$ cat config.mk
export PLATFORM = sky130hd
export DESIGN_NAME = writeback_arb
export DESIGN_NICKNAME = d
export VERILOG_FILES = /design/src/rtl/writeback_arb.sv
export SDC_FILE = /design/constraint.sdc
export NUM_CORES = 1
export LEC_CHECK = 0
export CAP_MARGIN = 0
export CELL_PAD_IN_SITES_DETAIL_PLACEMENT = 0
export CELL_PAD_IN_SITES_GLOBAL_PLACEMENT = 2
export CORE_ASPECT_RATIO = 1.1
export CORE_MARGIN = 2
export CORE_UTILIZATION = 39
export DETAILED_ROUTE_END_ITERATION = 7
export GPL_ROUTABILITY_DRIVEN = 0
export GPL_TIMING_DRIVEN = 0
export PLACE_DENSITY_LB_ADDON = 0.1
export SYNTH_ARGS = -nofsm -noshare
export SYNTH_HDL_FRONTEND = slang
export SYNTH_SLANG_ARGS = --single-unit
export TNS_END_PERCENT = 1
$ cat constraint.sdc
create_clock -name clk -period 6.3 [get_ports clk]
set_input_delay 1.26 -clock clk [delete_from_list [all_inputs] [get_ports clk]]
set_output_delay 1.26 -clock clk [all_outputs]
set_load 0.005 [all_outputs]
$ cat src/rtl/writeback_arb.sv
// writeback_arb: per-channel in-order result FIFOs drained round-robin to one RF write port.
// Ports: clk, rst (sync, active-high); per channel v_i, stall_o, wb_i, rd_num_i, rd_data_i;
//        write port wb_o, wbr_num_o, wb_data_o, wb_ch_o. Option macro: WB_BYPASS_EN.
module writeback_arb #(
  parameter int N_CH  = 2,
  parameter int DEPTH = 2,
  parameter int W_RD  = 5,
  parameter int WORD  = 32,
  localparam int CHW  = (N_CH > 1) ? $clog2(N_CH) : 1
) (
  input  logic                 clk,
  input  logic                 rst,
  input  logic [N_CH-1:0]      v_i,
  output logic [N_CH-1:0]      stall_o,
  input  logic [N_CH-1:0]      wb_i,
  input  logic [N_CH*W_RD-1:0] rd_num_i,
  input  logic [N_CH*WORD-1:0] rd_data_i,
  output logic                 wb_o,
  output logic [W_RD-1:0]      wbr_num_o,
  output logic [WORD-1:0]      wb_data_o,
  output logic [CHW-1:0]       wb_ch_o
);

  localparam int CW = $clog2(DEPTH + 1);
  localparam int PW = (DEPTH > 1) ? $clog2(DEPTH) : 1;

  logic [CW-1:0]   cnt_q [N_CH];
  logic [CW-1:0]   cnt_d [N_CH];
  logic [PW-1:0]   wp_q  [N_CH];
  logic [PW-1:0]   wp_d  [N_CH];
  logic [PW-1:0]   rp_q  [N_CH];
  logic [PW-1:0]   rp_d  [N_CH];
  logic [W_RD-1:0] num_q [N_CH][DEPTH];
  logic [W_RD-1:0] num_d [N_CH][DEPTH];
  logic [WORD-1:0] dat_q [N_CH][DEPTH];
  logic [WORD-1:0] dat_d [N_CH][DEPTH];
  logic [CHW-1:0]  p_q;
  logic [CHW-1:0]  p_d;

  logic [N_CH-1:0] acc;
  logic [N_CH-1:0] useful;
  logic [N_CH-1:0] cand;
  logic [N_CH-1:0] byp;
  logic [N_CH-1:0] push;
  logic [N_CH-1:0] pop;
  logic            gnt_vld;
  logic [CHW-1:0]  gnt;
  logic [CHW-1:0]  sel;

  function automatic logic [PW-1:0] nxt(
    input logic [PW-1:0] x
  );
    return (x == PW'(DEPTH - 1)) ? '0 : x + 1'b1;
  endfunction

  // Full refuses everything, even when popping this cycle.
  always_comb begin
    stall_o = '0;
    for (int c = 0; c < N_CH; c++) begin
      stall_o[c] = (cnt_q[c] == CW'(DEPTH));
    end
  end

  always_comb begin
    acc    = v_i & ~stall_o & {N_CH{~rst}};
    useful = '0;
    cand   = '0;
    byp    = '0;
    for (int c = 0; c < N_CH; c++) begin
      useful[c] = acc[c] & wb_i[c] &
                  (rd_num_i[c*W_RD +: W_RD] != '0);
      cand[c]   = (cnt_q[c] != '0);
`ifdef WB_BYPASS_EN
      byp[c]    = useful[c] & (cnt_q[c] == '0);
`endif
    end
    cand = cand | byp;

    // Round-robin search starting at p.
    gnt_vld = 1'b0;
    gnt     = '0;
    sel     = '0;
    for (int i = 0; i < N_CH; i++) begin
      sel = CHW'((int'(p_q) + i) % N_CH);
      if (!gnt_vld && cand[sel]) begin
        gnt_vld = 1'b1;
        gnt     = sel;
      end
    end
    gnt_vld = gnt_vld & ~rst;

    wb_o      = 1'b0;
    wbr_num_o = '0;
    wb_data_o = '0;
    wb_ch_o   = '0;
    if (gnt_vld) begin
      wb_o    = 1'b1;
      wb_ch_o = gnt;
      if (byp[gnt]) begin
        wbr_num_o = rd_num_i[int'(gnt)*W_RD +: W_RD];
        wb_data_o = rd_data_i[int'(gnt)*WORD +: WORD];
      end else begin
        wbr_num_o = num_q[gnt][rp_q[gnt]];
        wb_data_o = dat_q[gnt][rp_q[gnt]];
      end
    end

    p_d = gnt_vld ? CHW'((int'(gnt) + 1) % N_CH) : p_q;

    num_d = num_q;
    dat_d = dat_q;
    push  = '0;
    pop   = '0;
    for (int c = 0; c < N_CH; c++) begin
      pop[c]  = gnt_vld & (gnt == CHW'(c)) & ~byp[c];
      // A bypassed result already went out; do not queue it.
      push[c] = useful[c] &
                ~(gnt_vld & (gnt == CHW'(c)) & byp[c]);
      cnt_d[c] = cnt_q[c] + CW'(push[c]) - CW'(pop[c]);
      wp_d[c]  = push[c] ? nxt(wp_q[c]) : wp_q[c];
      rp_d[c]  = pop[c] ? nxt(rp_q[c]) : rp_q[c];
      if (push[c]) begin
        num_d[c][wp_q[c]] = rd_num_i[c*W_RD +: W_RD];
        dat_d[c][wp_q[c]] = rd_data_i[c*WORD +: WORD];
      end
    end
  end

  always_ff @(posedge clk) begin
    if (rst) begin
      cnt_q <= '{default: '0};
      wp_q  <= '{default: '0};
      rp_q  <= '{default: '0};
      p_q   <= '0;
    end else begin
      cnt_q <= cnt_d;
      wp_q  <= wp_d;
      rp_q  <= rp_d;
      p_q   <= p_d;
    end
    num_q <= num_d;
    dat_q <= dat_d;
  end

endmodule

== After elaboration in Yosys (flattened, before gate mapping) ==
Index checks and enable logic that the tools add are counted.

* Add/sub/neg operators: 10
* Multipliers: 1
* Order comparisons: 9
* Equality and inequality tests: 2
* Shifts and indexed selects: 2
* Mux-type cells: 46
* Bitwise logic cells: 16
* Reduce and logical (&&, ||, !) cells: 8

{| class="wikitable"
|+ Operators by type and width
! operator !! count
|-
| 32-bit 2-to-1 mux || 7
|-
| 64-bit 2-to-1 mux || 3
|-
| 64-bit bitwise mux || 2
|-
| 32-bit demux with 1-bit select || 2
|-
| 64-bit by 7-bit indexed part select with 32-bit output || 1
|-
| 5-bit 2-to-1 mux || 7
|-
| 10-bit 2-to-1 mux || 3
|-
| 10-bit bitwise mux || 2
|-
| 1-bit 2-to-1 mux || 18
|-
| 5-bit demux with 1-bit select || 2
|-
| 5-bit nonzero test || 2
|-
| 10-bit by 5-bit indexed part select with 5-bit output || 1
|-
| 2-bit greater-or-equal comparator (second input constant) || 4
|-
| 1-bit NOT with 2-bit output || 4
|-
| 1-bit AND || 7
|-
| 1-bit adder (second input constant) || 6
|-
| 1-bit by 2-bit < comparator with 1-bit output (second input constant) || 3
|-
| 2-bit by 1-bit adder with 2-bit output || 2
|-
| 2-bit AND || 2
|-
| 2-bit equality test (second input constant) || 2
|-
| 2-bit by 1-bit < comparator with 1-bit output (second input constant) || 2
|-
| 1-bit by 3-bit multiplier with 4-bit output (second input constant) || 1
|-
| 2-bit nonzero test || 2
|-
| 2-bit by 1-bit subtractor with 2-bit output || 2
|-
| other kinds (4) || 7
|}

* Register bits after elaboration: 157
* Bits of input ports: 80
* Word-level logic and storage cells: 109

== Longest topological paths before layout ==
* Word-level depth: 17
* Gate-level depth with buffers: 12
* Mapped depth without buffers: 9

== Least setup slack after synthesis ==
Ideal clock, no wire load.

* Path kind: input to register
* Start point: in rst
* End point: reg dat_q[100] in the netlist's numbering, enable pin
* Library setup time: 0.431 ns
* Arrival time: 3.296 ns
* Data required time: 5.869 ns
* Path slack: 2.573 ns
* Stages on the path: 3
* Path buffers: 0
* Cells stage by stage: nand3b_1 -> a211o_1 -> nor2_1

* Longest elaborated chain between the ends: 4

{| class="wikitable"
|+ Ends and longest elaborated chain
! element !! RTL line !! text
|-
| from (decl) || 12 || <nowiki>input logic rst,</nowiki>
|-
| 1-bit NOT || 65 || <nowiki>acc = v_i & ~stall_o & {N_CH{~rst}};</nowiki>
|-
| 2-bit AND || 65 ||
|-
| 1-bit AND (2 in a row) || 70 || <nowiki>useful[c] = acc[c] & wb_i[c] &</nowiki>
|-
| to (signal assigned) || 142 || <nowiki>dat_q <= dat_d;</nowiki>
|-
| to (decl) || 35 || <nowiki>logic [WORD-1:0] dat_q [N_CH][DEPTH];</nowiki>
|}

No other way between the ends.
A chain may end at the register's enable or synchronous reset.

== Worst setup path in the final report ==
* Start point: in rst
* End point: out wb_data_o[24]

* Longest elaborated chain between the ends: 3

{| class="wikitable"
|+ Ends and longest elaborated chain
! element !! RTL line !! text
|-
| 1-bit NOT || 90 || <nowiki>gnt_vld = gnt_vld & ~rst;</nowiki>
|-
| 1-bit AND || 90 ||
|-
| 32-bit 2-to-1 mux || 96 || <nowiki>if (gnt_vld) begin</nowiki>
|-
| to (decl) || 20 || <nowiki>output logic [WORD-1:0] wb_data_o,</nowiki>
|}

No other way between the ends.

==> impl_metrics.json <==
{
  "place_ws_ns": 1.31,
  "final_area_mm2": 0.00868,
  "power.total_mw": 3.36,
  "cp_max_fo": 10,
  "die_x_um": 126,
  "cp-start-kind": "input pin",
  "cts_resized": 0,
  "grt_use_total_pct": 17.8,
  "die_y_um": 139,
  "end_kind": "output pin",
  "drt_first_iter_violations": 180,
  "ant_nets": 0,
  "tightest_slew_ns": 0.727,
  "drtPass1Iterations": 4,
  "yosysTopAreaCellShare_pct": 69.3,
  "io_pins": 121,
  "synth_area_per_cell_um2": 15.3,
  "place.port_buffers": 120,
  "required_ns": 5.04,
  "clockBufferDepth": 2,
  "cts_setup_buffers": 0,
  "hold_violations": 0,
  "finalSetupViolations": 0,
  "finalMaxSlewViolations": 0,
  "via_per_inst": 5.01,
  "cap_violations": 0,
  "tritoncts": "done",
  "wire_per_inst_um": 19.3,
  "seq_area_frac_synth_pct": 72.1,
  "postSynthCellCount": 418,
  "rows": 49,
  "cts.sinks": 157,
  "place_area_mm2": 0.00799,
  "leakage_nw": 3.05,
  "use_met1_pct": 21.8,
  "antenna_found_initial": 0,
  "cts-buffers-inserted": 17,
  "synth_cell_types": 26,
  "grtUsageMet3_pct": 3.99,
  "worstHoldPathType": "register to register",
  "cts_htree_levels": 4,
  "critical_path_class": "input pin to output pin",
  "hold_buffers": 0,
  "fin_util_pct": 53.4,
  "layout_commonest_cell": "edfxtp_1",
  "period_minus_slack_ns": 4.98,
  "cellPowerDensity_mw_per_mm2": 387,
  "grt_pass1_vias": 4196,
  "layout-drive-gt1-share_pct": 15.2,
  "synth_nets": 502,
  "setup_tns_ns": 0,
  "status": "finished clean",
  "drc_errors": 0,
  "yosysWarnings": 0,
  "place_hpwl_um": 9690,
  "grt-busiest-layer": "met2",
  "final_cell_mix": "edfxtp_1, clkdlybuf4s50_1, nand2_1, mux2i_1, o22ai_1",
  "synth_area_leader_cell": "edfxtp_1",
  "grt_pass1_wl_um": 23000,
  "wirelength_um": 15000,
  "placed_cells": 746,
  "ir_drop_v": 0.000188,
  "areaGrowthSynthToFinish_pct": 35.3,
  "route.vias.total": 3897,
  "clkSlewWorstSetupHoldPaths_ns": 0.06,
  "grt.overflow.total": 0,
  "core_area_mm2": 0.0162,
  "arrival_ns": 3.72,
  "clock.fmax_mhz": 201,
  "dieArea_mm2": 0.0175,
  "stdcell_count": 778,
  "relSlewSlack_pct": 51.4,
  "synth_area_mm2": 0.00642,
  "rsz0062_at_grt": "false",
  "post-route-period-util_pct": 79.1,
  "hold_ws_ns": 0.527,
  "fin_nets": 645,
  "start_util_pct": 39.5,
  "grt_max_degree": 22,
  "synthTopCellsByArea": "edfxtp_1, mux2i_1, mux2_2",
  "setup_ws_ns": 1.32,
  "fin_worst_skew_ns": 0.00857,
  "clk_latency_ns": 0.42,
  "grtUsageMet2_pct": 30.9,
  "cts-root-buf": "clkbuf_16",
  "antenna_cells": 0,
  "ys_ff_latch": 157
}
-- registers in the layout, summed over array words and instances, names as in the netlist --
name	count
cnt_q	4
dat_q	128
num_q	20
p_q	1
rp_q	2
wp_q	2
-- worst paths after layout --
| kind | start | end | slack [ns] | depth (start not counted) |
|---|---|---|---|---|
| worst max-delay path | rst | wb_data_o[24] | 1.32 | 6 |
| worst min-delay path | p_q$_SDFFE_PP0P_ | p_q$_SDFFE_PP0P_ | 0.53 | 2 |
| worst max register to register | cnt_q[1]$_SDFF_PP0_ | cnt_q[1]$_SDFF_PP0_ | 3.81 | 12 |
| worst min register to register | p_q$_SDFFE_PP0P_ | p_q$_SDFFE_PP0P_ | 0.53 | 2 |
-- layer usage --
| layer | vias up | part of all wire, % |
|---|---|---|
| met2 | 109 | 51 |
| met5 | - | 0 |
| met1 | 1918 | 42 |
| met4 | 0 | 1.5 |
| li1 | 1850 | - |
| met3 | 20 | 4.7 |
-- cell type report --
class,count,area [µm²]
well taps,204,255
multi-input cells,228,1660
clock inverters,15,268
clock buffers,17,425
plain buffers,26,131
flip-flops and latches,157,4620
fillers,1363,7560
inverters,7,26.3
repair buffers,124,1290
-- power by group --
part / leakage (nW) / switching [mW] / internal, mW / total (mW)
logic: 1.31 / 0.487 / 0.474 / 0.961
registers: 1.42 / 0.0211 / 1.19 / 1.21
clock network: 0.327 / 0.408 / 0.783 / 1.19
-- Yosys cell counts --
cell type and instances:
mux2_4 11, inv_1 7, buf_2 9, o22ai_1 36, mux2_2 25, nand2b_1 1
nor4_1 2, xor2_1 2, o21ba_1 1, edfxtp_1 148, buf_6 3, nor3_1 2
nand2_1 72, xnor2_1 5, or2_1 1, nor2_1 14, a21o_1 1, ha_1 4
nor2b_1 5, nand3b_1 2, a211oi_1 2, a211o_1 3, nor3b_1 1, mux2i_1 38
clkbuf_1 14, dfxtp_1 9
-- cell families (layout without fill, tap and decap cells) --
family,count (synthesis),in the layout,synth area share [%]
buffers and inverters,33,189,2.46
AND/OR/NAND/NOR,100,100,6.42
adder cells (fa/ha/maj),4,4,0.780
flip-flops,157,157,72.1
multiplexers,74,74,12.9
AO/OA/AOI/OAI,43,43,4.43
XOR/XNOR,7,7,0.956
-- worst max-delay path: stages --
cell             delay [ns]
clkdlybuf4s50_1        0.54
a21o_1                 0.18
clkbuf_1               0.48
clkbuf_1               0.53
o22ai_1                0.24
clkdlybuf4s50_1        0.49
Note: power is estimated with default switching activity, not from simulation.
